### src/rtl/demux116_pkg.sv
// Shared constants for the 1:16 serial-to-parallel deserializer cell.
package demux116_pkg;
  localparam int SLOT_W = 4;
  localparam int WORD_W = 16;
  localparam logic [SLOT_W-1:0] SLOT_LAST = 4'd15;
endpackage

### src/rtl/demux116_slot_cnt.sv
// Slot counter: tracks which bit of the current word the next valid D fills.
module demux116_slot_cnt
  import demux116_pkg::*;
(
  input  logic              CK,
  input  logic              RST,
  input  logic              DV,
  input  logic              SYNC,
  output logic [SLOT_W-1:0] SD,
  output logic              LAST
);

  logic [SLOT_W-1:0] sd_q;
  logic [SLOT_W-1:0] sd_d;

  // SYNC with DV fills slot 0 on the same edge, so the count lands on 1.
  always_comb begin
    sd_d = sd_q;
    if (SYNC) begin
      sd_d = DV ? SLOT_W'(1) : '0;
    end else if (DV) begin
      sd_d = sd_q + SLOT_W'(1);
    end
  end

  always_ff @(posedge CK) begin
    if (RST) begin
      sd_q <= '0;
    end else begin
      sd_q <= sd_d;
    end
  end

  assign SD   = sd_q;
  assign LAST = DV & ~SYNC & (sd_q == SLOT_LAST);

endmodule

### src/rtl/demux116_deser.sv
// 1:16 deserializer: shifts serial bits into a shadow word and hands completed
// words to a valid/ready output register with a sticky overflow flag.
module demux116_deser
  import demux116_pkg::*;
#(
  parameter int WORD_W = demux116_pkg::WORD_W,
  parameter int SLOT_W = demux116_pkg::SLOT_W
) (
  input  logic              CK,
  input  logic              RST,
  input  logic              D,
  input  logic              DV,
  input  logic              SYNC,
  input  logic              QRDY,
  output logic [SLOT_W-1:0] SD,
  output logic [WORD_W-1:0] Q,
  output logic              QV,
  output logic              OVF
);

  // Handshake: Q is offered while QV=1 and is consumed on an edge with QRDY=1.
  logic              last;
  logic [WORD_W-1:0] shadow_q, shadow_d;
  logic [WORD_W-1:0] q_q, q_d;
  logic              qv_q, qv_d;
  logic              ovf_q, ovf_d;

  demux116_slot_cnt u_slot_cnt (
    .CK   (CK),
    .RST  (RST),
    .DV   (DV),
    .SYNC (SYNC),
    .SD   (SD),
    .LAST (last)
  );

  always_comb begin
    shadow_d = shadow_q;
    if (SYNC) begin
      shadow_d = '0;
      if (DV) shadow_d[0] = D;
    end else if (DV) begin
      shadow_d[SD] = D;
    end
  end

  // A completing word is dropped only when the previous one is still unaccepted.
  always_comb begin
    q_d   = q_q;
    qv_d  = qv_q;
    ovf_d = ovf_q;
    if (last) begin
      if (qv_q && !QRDY) begin
        ovf_d = 1'b1;
      end else begin
        q_d  = {D, shadow_q[WORD_W-2:0]};
        qv_d = 1'b1;
      end
    end else if (qv_q && QRDY) begin
      qv_d = 1'b0;
    end
  end

  always_ff @(posedge CK) begin
    if (RST) begin
      shadow_q <= '0;
      q_q      <= '0;
      qv_q     <= 1'b0;
      ovf_q    <= 1'b0;
    end else begin
      shadow_q <= shadow_d;
      q_q      <= q_d;
      qv_q     <= qv_d;
      ovf_q    <= ovf_d;
    end
  end

  assign Q   = q_q;
  assign QV  = qv_q;
  assign OVF = ovf_q;

endmodule

### config.mk
export PLATFORM = sky130hd
export DESIGN_NAME = demux116_deser
export DESIGN_NICKNAME = d
export VERILOG_FILES = /design/src/rtl/demux116_pkg.sv /design/src/rtl/demux116_slot_cnt.sv /design/src/rtl/demux116_deser.sv
export SDC_FILE = /design/constraint.sdc
export NUM_CORES = 1
export LEC_CHECK = 0
export ABC_CLOCK_PERIOD_IN_PS = 1300
export CAP_MARGIN = 20
export CORE_MARGIN = 2
export CORE_UTILIZATION = 47
export DETAILED_ROUTE_END_ITERATION = 8
export PLACE_DENSITY = 0.74
export SKIP_CTS_REPAIR_TIMING = 1
export SLEW_MARGIN = 10
export SYNTH_ARGS = -nofsm -noshare
export SYNTH_HDL_FRONTEND = slang
export SYNTH_SLANG_ARGS = --single-unit
### constraint.sdc
create_clock -name CK -period 1.3 [get_ports CK]
set_input_delay 0.39 -clock CK [delete_from_list [all_inputs] [get_ports CK]]
set_output_delay 0.39 -clock CK [all_outputs]
set_load 0.03 [all_outputs]
* Yosys cells after proc, flatten, opt, wreduce, memory -nomap -nowiden *
Cells that the tools add are included.

word-level totals
  register bits = 38
  input port bits = 6
  output and inout port bits = 22
  word-level logic and storage cells = 37

operators by class
  add/subtract/negate cells = 1
  order comparisons = 2
  equal/unequal tests = 2
  multiplexer cells = 12
  bitwise gates (word level) = 4
  reduce and logical (&&, ||, !) cells = 10

operator list
  kind                                                               number
  bitwise mux 16 bit                                                 1
  two-way mux 1 bit                                                  8
  two-way mux 4 bit                                                  2
  AND reduction 2 bit                                                3
  less-than comparator 4 x 5 -> 1 bit, second input constant         1
  adder 4 x 1 -> 4 bit, second input constant                        1
  demux 1 bit (select 4 bit)                                         1
  == test 4 bit, second input constant                               1
  greater-or-equal comparator 4 x 1 -> 1 bit, second input constant  1
  nonzero test 2 bit                                                 2
  logical AND 1 bit                                                  3
  AND 1 bit                                                          2
  inequality test 2 bit, second input constant                       1
  inverter 1 bit                                                     2
  OR reduction 2 bit                                                 1
  zero test 1 bit                                                    1

* Depth between registers and ports, before layout *
Gate-level depths: netlist of run 1.

  depth after elaboration = 7
  mapped depth = 6
  gate-level depth less buffers = 5

* By module *
A second synthesis of run 1 with hierarchy kept.

unflattened totals
  cell total of the unflattened synthesis = 173
  area, all modules = 1630.3 µm²

modules (own cells, without submodules)
  module             times used  cells an instance  area each (µm²)  seq. area each (µm²)
  demux116_deser     1           154                1448.9           660.6
  demux116_slot_cnt  1           19                 181.4            80.1

* Worst setup path after synthesis of run 1 *
No wires, ideal clock.

  path kind = reg-to-reg
  from = register u_slot_cnt.sd_q[1] (netlist: u_slot_cnt.SD[1])
  to = register q_q[10] (netlist: Q[10])
  library setup time = 0.072 ns
  arrival time = 1.533 ns
  required time = 1.228 ns
  slack = -0.305 ns
  cell stages (with the launch flop) = 7
  buffers on the path = 2
  period minus slack after synthesis = 1.605 ns
  cell sequence = dfxtp_1 > ha_1 > nand2_1 > nor3b_2 > buf_6 > buf_12 > mux2i_1

on the way
  cells in the longest elaborated chain, start to end = 3

ends and longest elaborated chain
  element                        line                     text
  from (decl)                    demux116_slot_cnt.sv:13  logic [SLOT_W-1:0] sd_q;
  from (signal assigned)         demux116_slot_cnt.sv:28  sd_q <= '0;
  from (signal assigned)         demux116_slot_cnt.sv:30  sd_q <= sd_d;
  == test 4 bit                  demux116_slot_cnt.sv:35  assign LAST = DV & ~SYNC & (sd_q == SLOT_LAST);
  AND 1 bit                      demux116_slot_cnt.sv:35
  AND reduction 2 bit (no line)  -
  to (signal assigned)           demux116_deser.sv:72     q_q <= q_d;
  to (decl)                      demux116_deser.sv:24     logic [WORD_W-1:0] q_q, q_d;

No other way between the ends.
A chain may end at the register's enable or synchronous reset.

* Worst setup path after layout of run 1 *
  from = register u_slot_cnt.sd_q[0] (netlist: u_slot_cnt.SD[0])
  to = register q_q[2] (netlist: Q[2])

The elaborated chain is that of the path after synthesis.

==> results of run 1 <==
==> kinds of logic after synthesis <==
group | count (synthesis) | synth area share
AO/OA/AOI/OAI | 13 | 0.0437
XOR/XNOR | 2 | 0.0104
adder cells (fa/ha/maj) | 4 | 0.0296
buffers and inverters | 16 | 0.0511
flip-flops | 37 | 0.439
multiplexers | 28 | 0.166
AND/OR/NAND/NOR | 74 | 0.261
==> cell usage after synthesis <==
cell type / instances
or3_1: 1
xor2_1: 1
nand3_1: 1
clkbuf_1: 6
nand4_1: 6
o21ai_0: 4
and2_1: 1
mux2i_1: 28
xnor2_1: 1
o31ai_1: 1
nor2_1: 17
ha_1: 4
buf_1: 2
a31oi_1: 1
nor2b_1: 1
or2_2: 2
buf_6: 1
a311o_1: 1
buf_12: 1
nand4b_1: 8
inv_1: 4
nor3b_2: 1
and3b_1: 1
buf_2: 2
nand2b_1: 32
dfxtp_1: 37
nand2_1: 3
a21oi_1: 6
==> power by group through the flow <==
stage / clock (mW) / sequential, mW / combinational [mW]
2_1_floorplan: 0 / 1.17 / 0.0663
3_3_place_gp: 0 / 1.16 / 0.129
3_5_place_dp: 0 / 1.16 / 0.134
4_1_cts: 0.615 / 1.14 / 0.133
5_1_grt: 0.666 / 1.14 / 0.152
6_report: 0.589 / 1.14 / 0.142
==> flip-flops by register name, summed over array words and instances (netlist names) <==
| signal | count |
|---|---|
| u_slot_cnt.SD | 4 |
| QV | 1 |
| OVF | 1 |
| Q | 16 |
| shadow_q | 15 |
==> how the worst max path moves through the flow <==
| stage | start | end | slack [ns] | depth (start not counted) |
|---|---|---|---|---|
| after floorplan | u_slot_cnt.SD[1]$_SDFFE_PP0P_ | Q[10]$_SDFFE_PP0P_ | -0.009 | 6 |
| after CTS | u_slot_cnt.SD[3]$_SDFFE_PP0P_ | SD[3] | -0.17 | 2 |
| after global placement | SYNC | Q[14]$_SDFFE_PP0P_ | -0.42 | 5 |
| final | u_slot_cnt.SD[0]$_SDFFE_PP0P_ | Q[2]$_SDFFE_PP0P_ | -0.06 | 5 |
| after detailed placement | SYNC | Q[14]$_SDFFE_PP0P_ | -0.53 | 5 |
| after global routing | u_slot_cnt.SD[1]$_SDFFE_PP0P_ | Q[13]$_SDFFE_PP0P_ | -0.11 | 5 |
==> metal layers <==
metal / vias to the layer above / GRT usage / part of all wire
li1: 688 / - / -
met1: 630 / 0.221 / 0.45
met2: 30 / 0.297 / 0.50
met3: 4 / 0.0317 / 0.041
met4: 0 / 0.0734 / 0.0096
met5: - / 0 / 0
==> worst register-to-register path, stage by stage (launching register included) <==
cell and delay [ns]:
dfxtp_4 0.39, ha_4 0.16, nand2_4 0.06, nor3b_4 0.30, buf_4 0.21, mux2i_1 0.18
==> final cells by class <==
type / instances / area [um^2] / share of cell area
clock inverters: 3 / 16.3 / 0.00734
multi-input cells: 121 / 900 / 0.406
flip-flops and latches: 37 / 759 / 0.343
repair buffers: 52 / 429 / 0.194
well taps: 46 / 57.6 / 0.0260
clock buffers: 5 / 37.5 / 0.0169
inverters: 4 / 15.0 / 0.00678
==> metrics.yaml, run 1 <==
run_status: "complete, but fails checks"
violations: "setup timing"
holdPathEnd: "Q[10]$_SDFFE_PP0P_"
hold_ws_ns: 0.479
yosys.area.top_type: "dfxtp_1"
ys_top_cells_by_area: "dfxtp_1, mux2i_1, nand2b_1"
drc_errors: 0
r2r-start: "u_slot_cnt.SD[0]$_SDFFE_PP0P_"
endpoint_kind: "flop"
cp_cell_sequence: "ha_4 -> nand2_4 -> nor3b_4 -> buf_4 -> mux2i_1"
die_h_um: 64.0
dpl.cell_count: 250
seqPwrFrac: 0.609
ys_types: 28
cp_data_arrival_time_ns: 1.64
tns_ns: -0.645
drive_gt1_frac: 0.320
yosys_warnings: 0
layout_commonest_cell: "buf_4"
num_rows: 21
dr.pass1.iters: 4
grt_max_degree: 36
p_int_mw: 1.40
numCtsBuffers: 5
crit_slowest_cell: "dfxtp_4"
nets: 231
finalNonFillerCells: 268
critPathMaxStageDelay_ns: 0.39
fin_crit_sh: 1.05
drt-initial-drc-count: 61
critPathLaunchType: "flop"
irDropWorstVdd_v: 0.000661
syn_avg_cell_area_um2: 9.71
cts_htree_levels: 2
min-delay-path-class: "flop to flop"
cts_sinks: 37
cts_tree: "done"
die_w_um: 64.0
routedWlPerCell_um: 13.2
syn_nets: 184
fin_crit_ns: 1.36
antenna_found_initial: 0
synth_seq_cells: 37
grt_usage: 0.176
p_total_mw: 1.87
coreArea_mm2: 0.00339
yosysSeqAreaShare: 0.439
fmax_mhz: 735
finalHoldViolCount: 0
clk_pin_slew_ns: 0.11
r2r_cells: 5
area_delta_synth_final_pct: 31.1
synthCells: 174
rsz0062_at_grt: "yes"
r2r-end: "Q[2]$_SDFFE_PP0P_"
via_per_inst: 5.04
hold_depth: 2
postPlaceCellArea_mm2: 0.00203
synth_top_area_share: 0.439
p_per_area_mw_per_mm2: 844
finish.utilization: 0.653
fillers: 291
start_util: 0.498
netSwitchingFraction: 0.248
pre_cts_slack_ns: -0.527
maxCapViolCount: 0
syn-cell-area_mm2: 0.00169
drv_slew: 0
crit_type: "flop to flop"
fin_area_mm2: 0.00221
power_frac_comb: 0.076
required_ns: 1.58
r2r_setup_slack_ns: -0.06
p_sw_mw: 0.464
cp_max_fo: 5
final_cell_mix: "buf_4, nand2b_1, dfxtp_1"
clk_latency_ns: 0.34
pwr-share-clk: 0.315
finalWorstSetupSlack_ns: -0.0602
root_buffer: "clkbuf_4"
relSlewSlack: 0.816
port_buffers: 27
cp_top_family: "flip-flops"
cts_buffer_depth: 2
grt_overflow: 0
wirelength_mm: 3.53
cp_num_buf_inv: 1
min-delay-start: "Q[10]$_SDFFE_PP0P_"
io_pins: 28
num_vias: 1352
die_area_mm2: 0.00409
leakage_nw: 0.929
grt_pass1_vias: 1283
tightestPinTransition_ns: 0.276
grt_pass1_wl_mm: 5.69
setup_viol: 17
place_hpwl_mm: 2.33
place_congestion: 0.817
ant_nets: 0
antennaDiodeCount: 0
skew_ns: 0.00631
Note: power is estimated with default switching activity, not from simulation.
==> run 2, diff against run 1 <==
ABC_AREA = 1   (was not set)
CORE_UTILIZATION = 48   (was 47)
CTS_CLUSTER_SIZE = 16   (was not set)
==> metrics.yaml, run 2 <==
critPathMaxStageDelay_ns: 0.33
num_vias: 1670
synth_top_area_share: 0.415
grt_max_degree: 18
largest_reg_flops: 16
leakage_nw: 1.09
antenna_found_initial: 0
cts_sinks: 37
hold_depth: 2
wl_met1_mm: 1.74
cp_num_buf_inv: 2
tns_ns: 0
synth_commonest_cells: "inv_1, nand2_1, dfxtp_1"
wl_met2_mm: 1.90
layout_commonest_cell: "inv_1"
cts_htree_levels: 2
yosys_warnings: 0
die_area_mm2: 0.00422
clk_pin_slew_ns: 0.08
drc_errors: 0
cp_data_arrival_time_ns: 0.87
crit_top_cell: "buf_6"
grt_pass1_wl_mm: 6.38
synth_flop_cell: "dfxtp_1"
setup_viol: 0
routedWlPerCell_um: 10.9
crit_slowest_cell: "dfxtp_2"
grt_pass1_vias: 1446
cp_max_fo: 7
synthCells: 257
grt_overflow: 0
p_total_mw: 2.50
endpoint_kind: "primary output"
pre_cts_slack_ns: -0.418
via_per_inst: 4.77
synth_seq_cells: 37
finalWorstSetupSlack_ns: 0.0378
relSlewSlack: 0.814
port_buffers: 27
ys_types: 22
coreArea_mm2: 0.00361
fin_crit_ns: 1.26
die_w_um: 65.0
grt_usage: 0.199
maxCapViolCount: 0
num_rows: 22
drive_gt1_frac: 0.262
skew_ns: 0.00524
p_per_area_mw_per_mm2: 1050
cts_tree: "done"
synth_most_common_cell: "inv_1"
final_cell_mix: "inv_1, nand2_1, dfxtp_1"
cp.depth: 2
root_buffer: "clkbuf_8"
cp_top_family: "flip-flops"
syn_avg_cell_area_um2: 6.95
dr.max_layer_used: "met4"
cp_cell_sequence: "buf_6 -> buf_6"
die_h_um: 65.0
antennaDiodeCount: 0
min-delay-path-class: "flop to flop"
async_reset_ff_frac: 0
irDropWorstVdd_v: 0.000686
nets: 311
yosysSeqAreaShare: 0.415
drt-initial-drc-count: 105
drv_slew: 0
required_ns: 0.91
cts_buffer_depth: 2
numCtsBuffers: 5
tightestPinTransition_ns: 0.278
io_pins: 28
synth-edff-count: 0
dpl.cell_count: 338
clk_latency_ns: 0.29
wl_met3_um: 121
fmax_mhz: 792
dr.pass1.iters: 4
finalNonFillerCells: 350
fin_crit_sh: 0.971
run_status: "finished, final reports clean"
finalHoldViolCount: 0
place_hpwl_mm: 2.68
syn-cell-area_mm2: 0.00179
ys_top_cells_by_area: "dfxtp_1, inv_1, nand2_1"
area_delta_synth_final_pct: 33.9
syn_nets: 267
crit_type: "flop to primary output"
rsz0062_at_grt: "yes"
ant_nets: 0
place_congestion: 0.832
wirelength_mm: 3.83
yosys.area.top_type: "dfxtp_1"
r2r_cells: 8
critPathLaunchType: "flop"
start_util: 0.495
==> run 2: cell count changes after synthesis, sizes merged, moves of 10 or more <==
cell and change:
nand2 +45, inv +62, a21oi +12, nand2b -32, nand4 +10, mux2i -28, nand3 +11, nor2 +11
o21ai +13
==> run 2: per-layer routing <==
metal | vias up | track usage
met5 | - | 0
li1 | 879 | -
met2 | 18 | 0.338
met4 | 0 | 0.0957
met3 | 5 | 0.0417
met1 | 768 | 0.239
==> run 2: kinds of logic after synthesis <==
kind of cell               Yosys count  share of synthesized area
DFF                                 37                      0.415
AOI/OAI and AO/OA                   36                      0.102
adders and majority gates            4                     0.0280
and+or+nand+nor                    107                      0.295
buffers and inverters               73                      0.160
==> run 2: layout make-up <==
class                   count  area [um^2]
well taps                  48         60.1
clock inverters             3         68.8
fillers                   328         1210
multi-input cells         147          797
repair buffers             44          394
inverters                  66          251
flip-flops and latches     37          751
clock buffers               5         68.8
==> run 2: power by group <==
group	internal [mW]	switching (mW)	total, mW
logic	0.0583	0.0896	0.148
clock network	0.772	0.436	1.21
registers	1.14	0.00713	1.14
==> run 2: worst reg2reg max path: stages, from the launching register on <==
cell,delay [ns]
dfxtp_4,0.39
ha_4,0.15
nand2_4,0.06
nor2_8,0.14
nand3_4,0.09
buf_8,0.16
nand2_2,0.06
inv_1,0.04
nor2_2,0.09
==> run 2: path summary, 6_finish.rpt <==
path / from / endpoint / slack, ns
worst min-delay path: OVF$_SDFFE_PP0P_ / OVF$_SDFFE_PP0P_ / 0.45
worst max register to register: u_slot_cnt.SD[0]$_SDFFE_PP0P_ / Q[11]$_SDFFE_PP0P_ / 0.08
worst min register to register: OVF$_SDFFE_PP0P_ / OVF$_SDFFE_PP0P_ / 0.45
worst max-delay path: u_slot_cnt.SD[2]$_SDFFE_PP0P_ / SD[2] / 0.04
==> run 2: metrics by stage <==
step | area (um^2) | hold WS [ns] | utilization
2_1_floorplan | 1810 | 0.449 | -
3_3_place_gp | 2150 | 0.440 | 0.595
3_5_place_dp | 2150 | 0.448 | 0.595
4_1_cts | 2280 | 0.460 | 0.633
5_1_grt | 2390 | 0.477 | 0.663
6_report | 2390 | 0.454 | 0.663
==> run 3, diff against run 2 <==
CORE_UTILIZATION = 46   (was 48)
PLACE_DENSITY = 0.73   (was 0.74)
SYNTH_HIERARCHICAL = 1   (was not set)
==> metrics.yaml, run 3 <==
yosys_warnings: 6
grt_pass1_wl_mm: 5.77
clk_latency_ns: 0.34
drive_gt1_frac: 0.325
nets: 280
finalWorstSetupSlack_ns: -0.111
numCtsBuffers: 5
leakage_nw: 0.959
via_per_inst: 4.86
wirelength_mm: 3.68
synth_top_area_share: 0.477
finish.utilization: 0.680
ant_nets: 0
routedWlPerCell_um: 11.5
drv_slew: 0
antenna_found_initial: 0
rsz0062_at_grt: "yes"
p_per_area_mw_per_mm2: 926
required_ns: 1.54
place_hpwl_mm: 2.29
dr.pass1.iters: 4
critPathLaunchType: "flop"
yosys.area.top_type: "dfxtp_1"
synth_flop_cell: "dfxtp_1"
grt_pass1_vias: 1327
drc_errors: 0
syn_avg_cell_area_um2: 7.06
clk_pin_slew_ns: 0.11
root_buffer: "clkbuf_4"
run_status: "complete, but fails checks"
p_int_mw: 1.59
place_congestion: 0.771
tightestPinTransition_ns: 0.227
area_delta_synth_final_pct: 43.8
start_util: 0.473
pre_cts_slack_ns: -0.437
skew_ns: 0.00834
setup_viol: 20
coreArea_mm2: 0.00328
die_w_um: 62.1
finalHoldViolCount: 0
cts_htree_levels: 2
cts_tree: "done"
final_cell_mix: "nand2_1, buf_4, nor2_1"
antennaDiodeCount: 0
grt_usage: 0.185
yosysSeqAreaShare: 0.477
grt_overflow: 0
ys_top_cells_by_area: "dfxtp_1, nand2_1, a21oi_1"
ys_types: 19
fin_crit_sh: 1.09
p_sw_mw: 0.477
pwr-share-clk: 0.366
fmax_mhz: 709
die_area_mm2: 0.00386
cp_max_fo: 7
tns_ns: -1.65
synthCells: 220
layout_commonest_cell: "nand2_1"
endpoint_kind: "flop"
largest_reg_flops: 16
netSwitchingFraction: 0.231
num_vias: 1555
maxCapViolCount: 0
crit_type: "flop to flop"
synth-edff-count: 0
synth_seq_cells: 37
p_total_mw: 2.07
synth_commonest_cells: "nand2_1, dfxtp_1, nor2_1"
cts_buffer_depth: 2
fin_crit_ns: 1.41
seqPwrFrac: 0.551
async_reset_ff_frac: 0
die_h_um: 62.1
min-delay-path-class: "flop to flop"
synth_most_common_cell: "nand2_1"
violations: "setup timing"
r2r_setup_slack_ns: -0.11
cts_sinks: 37
syn-cell-area_mm2: 0.00155
syn_nets: 227
port_buffers: 27
power_frac_comb: 0.084
grt_max_degree: 20
io_pins: 28
drt-initial-drc-count: 48
relSlewSlack: 0.849
irDropWorstVdd_v: 0.000558
num_rows: 21
cp_data_arrival_time_ns: 1.65
[run 3: stage by stage]
step           hold slack, ns  area, um^2  instances
5_1_grt                 0.480        2230        320
3_3_place_gp            0.440        1970        303
6_report                0.456        2230        320
2_1_floorplan           0.436        1600        220
3_5_place_dp            0.446        1970        303
4_1_cts                 0.461        2050        311
[run 3: power by group through the flow]
stage	logic, mW	registers, mW	clock network, mW
2_1_floorplan	0.0692	1.18	0
3_3_place_gp	0.153	1.17	0
3_5_place_dp	0.154	1.17	0
4_1_cts	0.155	1.14	0.764
5_1_grt	0.191	1.14	0.841
6_report	0.173	1.14	0.756
[run 3: worst paths after layout]
path,from,to,cells past startpoint
max,u_slot_cnt/SD[0]$_SDFFE_PP0P_,Q[2]$_SDFFE_PP0P_,7
min,OVF$_SDFFE_PP0P_,OVF$_SDFFE_PP0P_,2
max reg2reg,u_slot_cnt/SD[0]$_SDFFE_PP0P_,Q[2]$_SDFFE_PP0P_,7
min reg2reg,OVF$_SDFFE_PP0P_,OVF$_SDFFE_PP0P_,2
[run 3: logic make-up after synthesis]
group	share of synthesized area
simple gates	0.343
flops	0.477
compound gates	0.103
buf+inv	0.0692
fa+ha+maj	0.00805
[run 3: layer usage]
| metal | part of all wire | track usage | up-vias |
|---|---|---|---|
| met4 | 0.014 | 0.0667 | 0 |
| met5 | 0 | 0 | - |
| met1 | 0.46 | 0.238 | 709 |
| met2 | 0.47 | 0.296 | 43 |
| li1 | - | - | 798 |
| met3 | 0.047 | 0.0562 | 5 |
[run 3: area by class of cell]
cell class              instances  area (um^2)
repair buffers                 52          480
flip-flops and latches         37          759
inverters                      17         71.3
fillers                       269         1050
clock buffers                   8         80.1
well taps                      46         57.6
multi-input cells             160          786
[run 3: critical path, stage by stage (launching register included)]
cell and delay (ns):
dfxtp_4 0.39, ha_4 0.16, nand2_4 0.06, nor3b_4 0.26, nand2_4 0.14, clkbuf_16 0.18, nand2_1 0.06, a21oi_1 0.06
